==> src/rtl/bcd_converter_pkg.sv <==
// Shared types and constants for the binary-to-BCD converter.
// Holds the FSM state encoding and the double-dabble correction constants.
package bcd_converter_pkg;

  typedef enum logic [1:0] {
    StIdle  = 2'd0,
    StShift = 2'd1,
    StDone  = 2'd2
  } state_e;

  localparam logic [3:0] AddThreshold = 4'd5;
  localparam logic [3:0] AddValue     = 4'd3;
  localparam logic [3:0] MaxDigit     = 4'd9;

endpackage

==> src/rtl/bcd_converter_if.sv <==
// Operand/result handshake bundle for bcd_converter.
// master = producer/consumer side, slave = the converter.
interface bcd_converter_if #(
  parameter int unsigned BIN_W  = 32,
  parameter int unsigned DIGITS = 6
);
  logic                  in_valid;
  logic                  in_ready;
  logic [BIN_W-1:0]      binary_in;
  logic                  out_valid;
  logic                  out_ready;
  logic [4*DIGITS-1:0]   bcd;
  logic                  overflow;
  logic [DIGITS-1:0]     digit_en;
  logic                  busy;

  modport master (
    output in_valid, binary_in, out_ready,
    input  in_ready, out_valid, bcd, overflow, digit_en, busy
  );

  modport slave (
    input  in_valid, binary_in, out_ready,
    output in_ready, out_valid, bcd, overflow, digit_en, busy
  );
endinterface

==> src/rtl/bcd_digit_adj.sv <==
// Double-dabble per-digit correction: add 3 to any digit of 5 or more
// so the following left shift carries correctly into the next digit.
module bcd_digit_adj
  import bcd_converter_pkg::*;
(
  input  logic [3:0] digit_i,
  output logic [3:0] digit_o
);

  assign digit_o = (digit_i >= AddThreshold) ? digit_i + AddValue : digit_i;

endmodule

==> src/rtl/bcd_converter.sv <==
// Sequential double-dabble binary-to-BCD converter, one bit per cycle,
// with sticky overflow, optional saturation and leading-zero mask.
module bcd_converter
  import bcd_converter_pkg::*;
#(
  parameter int unsigned BIN_W  = 32,
  parameter int unsigned DIGITS = 6,
  parameter bit          SAT_EN = 1'b1
) (
  input logic             clk,
  input logic             rst_n,
  bcd_converter_if.slave  bus
);

  localparam int unsigned CntW = $clog2(BIN_W + 1);

  if (BIN_W == 0 || BIN_W > 64) begin : g_bad_bin_w
    $error("bcd_converter: BIN_W must be in 1..64");
  end
  if (DIGITS == 0 || DIGITS > 20) begin : g_bad_digits
    $error("bcd_converter: DIGITS must be in 1..20");
  end

  state_e              state_q, state_d;
  logic [CntW-1:0]     cnt_q, cnt_d;
  logic [BIN_W-1:0]    operand_q, operand_d;
  logic [4*DIGITS-1:0] digits_q, digits_d;
  logic                ovf_q, ovf_d;
  logic [4*DIGITS-1:0] bcd_q, bcd_d;
  logic                overflow_q, overflow_d;
  logic [DIGITS-1:0]   digit_en_q, digit_en_d;

  logic [4*DIGITS-1:0] adj;
  logic [4*DIGITS-1:0] step_digits;
  logic                step_ovf;
  logic [4*DIGITS-1:0] final_bcd;
  logic [DIGITS-1:0]   final_en;
  logic                any_nz;

  for (genvar i = 0; i < DIGITS; i++) begin : g_adj
    bcd_digit_adj u_adj (
      .digit_i (digits_q[4*i +: 4]),
      .digit_o (adj[4*i +: 4])
    );
  end

  // The top digit's MSB falls off the shift and feeds the sticky overflow.
  assign step_digits = {adj[4*DIGITS-2:0], operand_q[BIN_W-1]};
  assign step_ovf    = ovf_q | adj[4*DIGITS-1];
  assign final_bcd   = (step_ovf && SAT_EN) ? {DIGITS{MaxDigit}} : step_digits;

  always_comb begin
    any_nz   = 1'b0;
    final_en = '0;
    for (int i = DIGITS - 1; i >= 0; i--) begin
      any_nz      = any_nz | (|final_bcd[4*i +: 4]);
      final_en[i] = any_nz;
    end
    final_en[0] = 1'b1;
  end

  always_comb begin
    state_d    = state_q;
    cnt_d      = cnt_q;
    operand_d  = operand_q;
    digits_d   = digits_q;
    ovf_d      = ovf_q;
    bcd_d      = bcd_q;
    overflow_d = overflow_q;
    digit_en_d = digit_en_q;
    unique case (state_q)
      StIdle: begin
        if (bus.in_valid) begin
          state_d   = StShift;
          operand_d = bus.binary_in;
          digits_d  = '0;
          ovf_d     = 1'b0;
          cnt_d     = '0;
        end
      end
      StShift: begin
        digits_d  = step_digits;
        operand_d = operand_q << 1;
        ovf_d     = step_ovf;
        cnt_d     = cnt_q + CntW'(1);
        if (cnt_q == CntW'(BIN_W - 1)) begin
          state_d    = StDone;
          bcd_d      = final_bcd;
          overflow_d = step_ovf;
          digit_en_d = final_en;
        end
      end
      StDone: begin
        if (bus.out_ready) state_d = StIdle;
      end
      default: state_d = StIdle;
    endcase
  end

  always_ff @(posedge clk or negedge rst_n) begin
    if (!rst_n) begin
      state_q    <= StIdle;
      cnt_q      <= '0;
      operand_q  <= '0;
      digits_q   <= '0;
      ovf_q      <= 1'b0;
      bcd_q      <= '0;
      overflow_q <= 1'b0;
      digit_en_q <= DIGITS'(1);
    end else begin
      state_q    <= state_d;
      cnt_q      <= cnt_d;
      operand_q  <= operand_d;
      digits_q   <= digits_d;
      ovf_q      <= ovf_d;
      bcd_q      <= bcd_d;
      overflow_q <= overflow_d;
      digit_en_q <= digit_en_d;
    end
  end

  assign bus.in_ready  = (state_q == StIdle);
  assign bus.out_valid = (state_q == StDone);
  assign bus.busy      = (state_q != StIdle);
  assign bus.bcd       = bcd_q;
  assign bus.overflow  = overflow_q;
  assign bus.digit_en  = digit_en_q;

endmodule
==> src/flat_wrapper.sv <==
// flat-port wrapper written by rule: the top's interface ports become plain ports
module bcd_converter_flat import bcd_converter_pkg::*;
#(
  parameter int unsigned BIN_W  = 32,
  parameter int unsigned DIGITS = 6,
  parameter bit          SAT_EN = 1'b1
)
  (clk, rst_n, bus_in_valid, bus_binary_in, bus_out_ready, bus_in_ready, bus_out_valid, bus_bcd, bus_overflow, bus_digit_en, bus_busy);
  bcd_converter_if #(.BIN_W(BIN_W), .DIGITS(DIGITS)) bus_i ();
  input logic clk;
  input logic rst_n;
  input wire logic [$bits(bus_i.in_valid)-1:0] bus_in_valid;
  input wire logic [$bits(bus_i.binary_in)-1:0] bus_binary_in;
  input wire logic [$bits(bus_i.out_ready)-1:0] bus_out_ready;
  output wire logic [$bits(bus_i.in_ready)-1:0] bus_in_ready;
  output wire logic [$bits(bus_i.out_valid)-1:0] bus_out_valid;
  output wire logic [$bits(bus_i.bcd)-1:0] bus_bcd;
  output wire logic [$bits(bus_i.overflow)-1:0] bus_overflow;
  output wire logic [$bits(bus_i.digit_en)-1:0] bus_digit_en;
  output wire logic [$bits(bus_i.busy)-1:0] bus_busy;
  assign bus_i.in_valid = bus_in_valid;
  assign bus_i.binary_in = bus_binary_in;
  assign bus_i.out_ready = bus_out_ready;
  assign bus_in_ready = bus_i.in_ready;
  assign bus_out_valid = bus_i.out_valid;
  assign bus_bcd = bus_i.bcd;
  assign bus_overflow = bus_i.overflow;
  assign bus_digit_en = bus_i.digit_en;
  assign bus_busy = bus_i.busy;
  bcd_converter #(.BIN_W(BIN_W), .DIGITS(DIGITS), .SAT_EN(SAT_EN)) u_core (.clk(clk), .rst_n(rst_n), .bus(bus_i));
endmodule
==> config.mk <==
export PLATFORM = sky130hd
export DESIGN_NAME = bcd_converter_flat
export DESIGN_NICKNAME = d
export VERILOG_FILES = /design/src/rtl/bcd_converter_pkg.sv /design/src/rtl/bcd_converter_if.sv /design/src/rtl/bcd_digit_adj.sv /design/src/rtl/bcd_converter.sv /design/src/flat_wrapper.sv
export SDC_FILE = /design/constraint.sdc
export NUM_CORES = 1
export LEC_CHECK = 0
export CAP_MARGIN = 20
export CORE_ASPECT_RATIO = 1.25
export CORE_MARGIN = 10
export CORE_UTILIZATION = 30
export CTS_CLUSTER_DIAMETER = 200
export DETAILED_ROUTE_END_ITERATION = 8
export REMOVE_ABC_BUFFERS = 1
export SLEW_MARGIN = 20
export SYNTH_ARGS = -nofsm -noshare
export SYNTH_HDL_FRONTEND = slang
export SYNTH_SLANG_ARGS = --single-unit
export TNS_END_PERCENT = 50
==> constraint.sdc <==
create_clock -name clk -period 2.7 [get_ports clk]
set_input_delay 0.54 -clock clk [delete_from_list [all_inputs] [get_ports clk]]
set_output_delay 0.54 -clock clk [all_outputs]
set_load 0.05 [all_outputs]
# [Yosys cells after proc, flatten, opt, wreduce, memory -nomap -nowiden]
# Index checks and enable logic that the tools add are counted.
[word_totals] latch_bits=0 input_bits=36 ramBits=0 n_memories=0 mem_bits_ro=0 ff_bits=95 output_inout_bits=34 wordCells=62
[op_classes] shifts=0 addsub=7 bitwise=5 n_div=0 muxes=19 multipliers=0 n_eq_ne=6 n_lt_le_gt_ge=6 reduce_logical=11
[op_table] operator="$pmux W32 S2" n=1
[op_table] operator="$mux W24" n=2
[op_table] operator="$pmux W24 S2" n=1
[op_table] operator="$mux W32" n=1
[op_table] operator="$add A4 B2 Y4 const B" n=6
[op_table] operator="$ge A4 B3 Y1 const B" n=6
[op_table] operator="$mux W4" n=6
[op_table] operator="$reduce_or A4 Y1" n=5
[op_table] operator="$pmux W6 S2" n=1
[op_table] operator="$add A6 B1 Y6 const B" n=1
[op_table] operator="$eq A6 B5 Y1 const B" n=1
[op_table] operator="$mux W2" n=3
[op_table] operator="$mux W6" n=1
[op_table] operator="$pmux W2 S3" n=1
[op_table] operator="$or A1 B1 Y1" n=5
[op_table] operator="$ne A2 B2 Y1 const B" n=2
[op_table] operator="$reduce_and A2 Y1" n=2
[op_table] operator="$reduce_bool A2 Y1" n=2
[op_table] operator="$reduce_and A3 Y1" n=1
[op_table] operator="$eq A2 B1 Y1 const B" n=1
[op_table] operator="$eq A2 B2 Y1 const B" n=1
[op_table] operator="$logic_not A2 Y1" n=1
[op_table] operator="$ne A2 B1 Y1 const B" n=1
[op_table] operator="$pmux W1 S2" n=1
[op_table] operator="$mux W1" n=1

# [Longest topological paths before layout]
# Gate-level depths: netlist (run 1).
[depth] word_depth=9 mapped_depth=8

# [Hierarchy]
# A second synthesis (run 1) with hierarchy kept.
[hier_totals] cells_unflattened=502 area_unflattened_um2=4973.5
[by_module_without_submodules] module="bcd_converter" area_each_um2=4365.4 seq_area_each_um2=2377.3 instances=1 cells_each=406
[by_module_without_submodules] module="bcd_digit_adj" area_each_um2=101.3 seq_area_each_um2=0.0 instances=6 cells_each=16

# [Worst setup path after synthesis (run 1)]
# OpenSTA, ideal clock, no wires.
[synth_timing] kind="reg2reg" from="register u_core.digits_q[20]" to="register u_core.digit_en_q[1], in the netlist u_core.bus.digit_en[1]" path_slack_ps=668 arrival_time_ps=1895 path_buffers=0 setup_time_ps=137 path_stages_with_launch=9 required_time_ps=2563 period_less_slack_ps=2032 cell_sequence="dfrtp_1 -> inv_1 -> ha_1 -> nand2b_1 -> nor3b_1 -> a211oi_2 -> nand3_1 -> nor4b_2 -> a31oi_1"
[synth_between] elab_chain_cells=9 word_cells_on_any_way=14
[synth_rtl] element="from (decl)" line_no="bcd_converter.sv:27" text="logic [4*DIGITS-1:0] digits_q, digits_d;"
[synth_rtl] element="from (signal assigned)" line_no="bcd_converter.sv:114" text="digits_q <= digits_d;"
[synth_rtl] element="$add A4 B2 Y4 / $ge A4 B3 Y1 (equally long branches)" line_no="bcd_digit_adj.sv:10" text="assign digit_o = (digit_i >= AddThreshold) ? digit_i + AddValue : digit_i;"
[synth_rtl] element="$mux W4 (*)" line_no="bcd_digit_adj.sv:10"
[synth_rtl] element="$or A1 B1 Y1" line_no="bcd_converter.sv:49" text="assign step_ovf = ovf_q | adj[4*DIGITS-1];"
[synth_rtl] element="$mux W24 (*)" line_no="bcd_converter.sv:50" text="assign final_bcd = (step_ovf && SAT_EN) ? {DIGITS{MaxDigit}} : step_digits;"
[synth_rtl] element="$reduce_or A4 Y1" line_no="bcd_converter.sv:56" text="any_nz = any_nz | (|final_bcd[4*i +: 4]);"
[synth_rtl] element="$or A1 B1 Y1 (3 in a row)" line_no="bcd_converter.sv:56"
[synth_rtl] element="$or A1 B1 Y1 (*)" line_no="bcd_converter.sv:56"
[synth_rtl] element="to (signal assigned)" line_no="bcd_converter.sv:118" text="digit_en_q <= digit_en_d;"
[synth_rtl] element="to (decl)" line_no="bcd_converter.sv:31" text="logic [DIGITS-1:0] digit_en_q, digit_en_d;"
# Every way passes the cells marked *; elsewhere a longest branch is shown, timed or not.
# A chain may end at the register's enable or synchronous reset.

# [Worst setup path in the final report (run 1)]
# Ends and elaborated chain as after synthesis.

==> impl_metrics.py, run 1 <==
metrics = {
    "status": {
        "status": "completed",
    },
    "grt": {
        "grt_pass1_vias": 4032,
        "grtUsageTotal_pct": 11.3,
        "antenna_found_initial": 0,
        "grt_pass1_wl_um": 20400,
        "grt_max_degree": 44,
        "grt-ovfl-total": 0,
    },
    "synth": {
        "async_reset_ff_share_pct": 100,
        "yosysTopAreaCell": "dfrtp_1",
        "ys_seq_area_share_pct": 50.2,
        "syn-instance-count": 506,
        "synth.top_cell.area_share_pct": 50.2,
        "synth-edff-count": 0,
        "syn_avg_cell_area_um2": 9.37,
        "synth_warnings": 0,
        "yosysMostFrequentCell": "dfrtp_1",
        "synthTopCellsByCount": "dfrtp_1 (95), o21ai_0 (79), nand2_1 (48)",
        "ys_seq_elements": 95,
        "yosysUniqueCellTypes": 45,
        "synth_flop_cell": "dfrtp_1",
        "synth_area_mm2": 0.00474,
        "ys_top_cells_by_area": "dfrtp_1 (50%), o21ai_0 (8.3%), a21oi_1 (4.9%), a22oi_1 (4.8%), nor2b_1 (4.6%)",
    },
    "final_layout": {
        "final_nets": 616,
        "antennaDiodeCount": 0,
        "area_delta_synth_final_pct": 25.9,
        "finalNonFillerCells": 784,
        "drive_above_1_share_pct": 8.22,
        "fill_cells": 1618,
    },
    "timing": {
        "clock-skew-final_ns": 0.00609,
        "fin_crit_sh_pct": 84.1,
        "hold_viol_final": 0,
        "drv_slew": 0,
        "setup_viol": 0,
        "rsz0062_at_grt": "false",
        "finalSetupTns_ns": 0,
        "worst_pin_slew_ns": 0.598,
        "setup_ws_ns": 0.430,
        "slew_headroom_pct": 60.2,
        "period_minus_slack_ns": 2.27,
        "fmax_mhz": 441,
    },
    "clock_tree": {
        "root_buffer": "clkbuf_16",
        "cts_setup_buffers": 0,
        "numCtsBuffers": 9,
        "clk_path_buf_depth": 2,
        "hold_buffers": 0,
        "post_cts_resized": 0,
        "path_clk_slew_ns": 0.07,
        "clk_latency_ns": 0.34,
        "h-tree-depth": 3,
        "clock-sinks": 95,
        "cts_tree": "done",
    },
    "floorplanning": {
        "die_x_um": 132,
        "die_area_mm2": 0.0213,
        "rows": 51,
        "dieHeight_um": 161,
        "ios": 70,
        "core_area_mm2": 0.0156,
        "start_util_pct": 30.4,
    },
    "critical_path": {
        "end_kind": "flop",
        "crit_type": "flop to flop",
        "arrival_ns": 2.48,
        "path_cells": "inv_1 -> ha_1 -> or3b_1 -> a21oi_2 -> o2111ai_2 -> nor4_4 -> a31oi_1",
        "crit_buf_inv": 1,
        "start_kind": "flop",
        "worstPathRequired_ns": 2.91,
        "critPathTopFamily": "simple AND/OR/NAND/NOR gates",
        "cp_max_fo": 8,
        "cpPeakStageDelay_ns": 0.50,
        "cp_slowest_cell": "dfrtp_1",
    },
    "place": {
        "dpl.cell_count": 768,
        "place_hpwl_um": 8240,
        "io_buffers": 68,
        "dp_slack_ns": 0.420,
        "gp_congestion": 0.802,
    },
    "worst_hold_path": {
        "min_path_type": "input pin to asynchronous set/reset pin",
    },
    "drt": {
        "first_pass_iters": 4,
        "wl_per_cell_um": 15.3,
        "detail-route-antenna-nets": 0,
        "wirelength_um": 12000,
        "drc": 0,
        "viasPerCell": 4.98,
        "vias": 3906,
        "drtIter0Drc": 222,
    },
    "power_and_ir_drop": {
        "pwr_density_cell_mw_per_mm2": 1160,
        "max-vdd-ir-drop_mv": 0.384,
        "leakagePower_uw": 0.00253,
    },
    "run": {
        "drv_cap": 0,
    },
}
==> path summary, 6_finish.rpt <==
check | start | end | slack, ns | depth (start not counted)
max in group asynchronous | rst_n | u_core.operand_q[4] | 1.79 | 2
max reg2reg | u_core.digits_q[20] | u_core.bus.digit_en[1] | 0.43 | 7
max | u_core.digits_q[20] | u_core.bus.digit_en[1] | 0.43 | 7
min in group clk | u_core.bus.digit_en[5] | u_core.bus.digit_en[5] | 0.48 | 2
min | rst_n | u_core.operand_q[20] | 0.20 | 1
min reg2reg | u_core.bus.digit_en[5] | u_core.bus.digit_en[5] | 0.48 | 2
==> per-layer routing <==
metal	vias up	track usage, %	wire length [um]
met1	1898	14.2	5490
met2	89	18.1	5570
met3	12	3.75	811
met4	0	3.26	127
met5	-	0	0
li1	1907	-	-
==> sequential cells by signal, summed over array words and instances (netlist names) <==
name / count
u_core.operand_q: 32
u_core.bus.digit_en: 5
u_core.cnt_q: 6
u_core.digits_q: 24
u_core.bus.bcd: 24
u_core.ovf_q: 1
u_core.state_q: 2
u_core.bus.overflow: 1
==> power by group <==
part | internal, uW | switching (uW)
Combinational | 1250 | 1910
Clock | 744 | 543
Sequential | 2000 | 495
Total | 3990 | 2950
==> cell families (layout without fill, tap and decap cells) <==
logic type	Yosys count	in the layout	synth area share, %
AO/OA/AOI/OAI	189	189	23.7
other	1	1	0.0791
multiplexers	2	2	0.475
flip-flops	95	95	50.2
XOR/XNOR	7	7	1.29
adder cells (fa/ha/maj)	13	13	3.43
buffers and inverters	49	115	4.20
AND/OR/NAND/NOR	150	150	16.6
==> cell usage in the layout, fill, tap and decap left out, drive strengths merged, types with 3 or more instances in the layout <==
master | synthesis | final
a22o | 11 | 11
and3 | 5 | 5
dfrtp | 95 | 95
nor3 | 13 | 13
ha | 13 | 13
nor3b | 6 | 6
xnor2 | 6 | 6
nor2b | 35 | 35
clkdlybuf4s50 | 0 | 64
nand2b | 7 | 7
nand2 | 48 | 48
o22a | 3 | 3
nand3 | 6 | 6
buf | 7 | 18
a31oi | 8 | 8
o21ai | 81 | 81
a21oi | 47 | 47
nor2 | 20 | 20
a21o | 3 | 3
a22oi | 30 | 30
inv | 17 | 18
clkbuf | 25 | 11
==> area by class of cell <==
cell class                 count  area [um2]  share of cell area, %
clock buffer                  11         243                   4.07
timing repair buffer          82         788                   13.2
tap                          212         265                   4.45
clock inverter                 5        56.3                  0.944
sequential                    95        2380                   39.8
inverter                      17        63.8                   1.07
multi-input combinational    362        2170                   36.4
==> per-stage QoR <==
stage	total power [uW]	hold slack [ns]	utilization (%)	area [um2]
finish	6940	0.196	38.3	5970
global route	7500	0.233	38.3	5970
CTS	7000	0.226	38.3	5970
detailed placement	5710	0.471	36.4	5670
global placement	5590	0.458	36.4	5670
floorplan	4690	0.244	-	4600
(Power assumes the default switching activity.)
==> inputs of run 2 (changes only) <==
==> constraint.sdc (replaced) <==
create_clock -name clk -period 2.28 [get_ports clk]
set_input_delay 0.456 -clock clk [delete_from_list [all_inputs] [get_ports clk]]
set_output_delay 0.456 -clock clk [all_outputs]
set_load 0.05 [all_outputs]
==> impl_metrics.py, run 2 (synthesis gave the netlist of run 1 again) <==
metrics = {
    "clock_tree": {
        "numCtsBuffers": 9,
        "hold_buffers": 0,
        "clk_path_buf_depth": 2,
        "cts_setup_buffers": 0,
        "clock-sinks": 95,
        "root_buffer": "clkbuf_16",
        "clk_latency_ns": 0.35,
        "cts_tree": "done",
        "path_clk_slew_ns": 0.07,
        "h-tree-depth": 3,
    },
    "power_and_ir_drop": {
        "power_frac_clock_pct": 17.2,
        "power_frac_seq_pct": 36.0,
        "max-vdd-ir-drop_mv": 0.454,
        "p_switching_uw": 3590,
        "p_sw_share_pct": 43.5,
        "comb_power_share_pct": 46.8,
        "leakagePower_uw": 0.00255,
        "pwr_density_cell_mw_per_mm2": 1370,
        "internal-power_uw": 4650,
    },
    "critical_path": {
        "start_kind": "flop",
        "arrival_ns": 2.36,
        "cp_max_fo": 10,
        "end_kind": "flop",
        "rr_startpoint": "u_core.digits_q[21]",
        "crit_type": "flop to flop",
        "crit_start": "u_core.digits_q[21]",
        "worstPathRequired_ns": 2.52,
    },
    "timing": {
        "hold_viol_final": 0,
        "worst_pin_slew_ns": 0.662,
        "slew_headroom_pct": 55.9,
        "setup_viol": 0,
        "clock-skew-final_ns": 0.0121,
        "rsz0062_at_grt": "false",
        "fin_crit_sh_pct": 93.1,
        "holdWs_ns": 0.127,
        "drv_slew": 0,
        "period_minus_slack_ns": 2.12,
        "finalSetupTns_ns": 0,
        "fmax_mhz": 471,
    },
    "final_layout": {
        "antennaDiodeCount": 0,
        "layout_commonest_cell": "dfrtp_1",
        "regMostFlops": "u_core.operand_q",
        "final_cell_mix": "dfrtp_1 (94), o21ai_0 (79), clkdlybuf4s50_1 (64)",
        "drive_above_1_share_pct": 9.19,
        "final_nets": 621,
        "area_delta_synth_final_pct": 27.2,
        "fill_cells": 1593,
        "largest_reg_flops": 32,
        "finalInstanceArea_mm2": 0.00603,
    },
    "grt": {
        "grt-ovfl-total": 0,
        "antenna_found_initial": 0,
        "grt_pass1_wl_um": 20600,
        "grtUsageTotal_pct": 11.6,
        "grt_pass1_vias": 4097,
        "grt_max_degree": 49,
    },
    "floorplanning": {
        "start_util_pct": 30.4,
        "dieHeight_um": 161,
        "die_x_um": 132,
        "ios": 70,
        "core_area_mm2": 0.0156,
        "rows": 51,
        "die_area_mm2": 0.0213,
    },
    "drt": {
        "viasPerCell": 4.98,
        "detail-route-antenna-nets": 0,
        "wirelength_um": 12400,
        "wl_per_cell_um": 15.7,
        "drtIter0Drc": 142,
        "vias": 3931,
        "drc": 0,
        "first_pass_iters": 4,
    },
    "place": {
        "gp_congestion": 0.778,
        "place_hpwl_um": 8590,
        "io_buffers": 68,
        "place_area_mm2": 0.00575,
    },
    "worst_hold_path": {
        "min_path_type": "input pin to asynchronous set/reset pin",
    },
    "status": {
        "status": "completed",
    },
    "run": {
        "drv_cap": 0,
    },
}
-- run 2: changes by cell type in the layout (fill, tap and decap cells not counted), sizes merged --
cell | before | now
clkinvlp | 1 | 2
bufinv | 1 | 0
clkbuf | 11 | 10
inv | 18 | 19
buf | 18 | 23
-- run 2: routing by layer --
layer	share of wire, %	routed length [um]	GRT usage, %
met4	1.4	171	4.31
met1	45	5610	14.3
met2	47	5770	18.3
met3	6.8	841	4.00
met5	0	0	0
-- run 2: through the flow --
stage                     cells  total power [uW]  utilization, %  setup WS (ns)
after floorplan             474              5550               -          -1.76
final                       789              8240            38.7          0.157
after global routing        789              8890            38.7        0.00349
after CTS                   789              8330            38.7         0.0824
after global placement      773              6730            37.0          0.193
after detailed placement    773              6870            37.0         0.0921
-- run 2: layout make-up --
class | instances | area, um2 | share of cell area, %
clock buffer | 10 | 229 | 3.80
clock inverter | 6 | 42.5 | 0.706
timing repair buffer | 87 | 876 | 14.5
inverter | 17 | 63.8 | 1.06
tap | 212 | 265 | 4.40
sequential | 95 | 2380 | 39.5
multi-input combinational | 362 | 2170 | 36.0
-- run 2: path summary, 6_finish.rpt --
check | endpoint | slack, ns | cells past startpoint
worst max-delay path | u_core.bus.bcd[13] | 0.16 | 8
worst min-delay path | u_core.operand_q[18] | 0.13 | 1
worst max register to register | u_core.bus.bcd[13] | 0.16 | 8
worst min register to register | u_core.bus.bcd[9] | 0.47 | 2
max in group asynchronous | u_core.digits_q[20] | 1.49 | 2
min in group clk | u_core.bus.bcd[9] | 0.47 | 2
-- run 2: repair_timing --
action                                  4_1_cts  5_1_grt
gates resized for setup                       0        1
endpoints found under the setup margin        0       11
hold endpoints to repair                      0        0
-- run 2: power by group through the flow --
stage / registers (uW) / clock network, uW / logic, uW
floorplan: 3530 / 0 / 2020
global placement: 2950 / 0 / 3780
detailed placement: 2980 / 0 / 3890
CTS: 2960 / 1460 / 3910
global route: 3080 / 1540 / 4270
finish: 2970 / 1420 / 3860
-- run 2: worst max-delay path, cell delays in order, from the launching register on --
cell	delay [ns]
dfrtp_1	0.44
inv_1	0.09
ha_1	0.24
nand2b_1	0.11
nor3b_1	0.31
a211oi_2	0.08
buf_4	0.18
and2_0	0.32
a22o_1	0.25
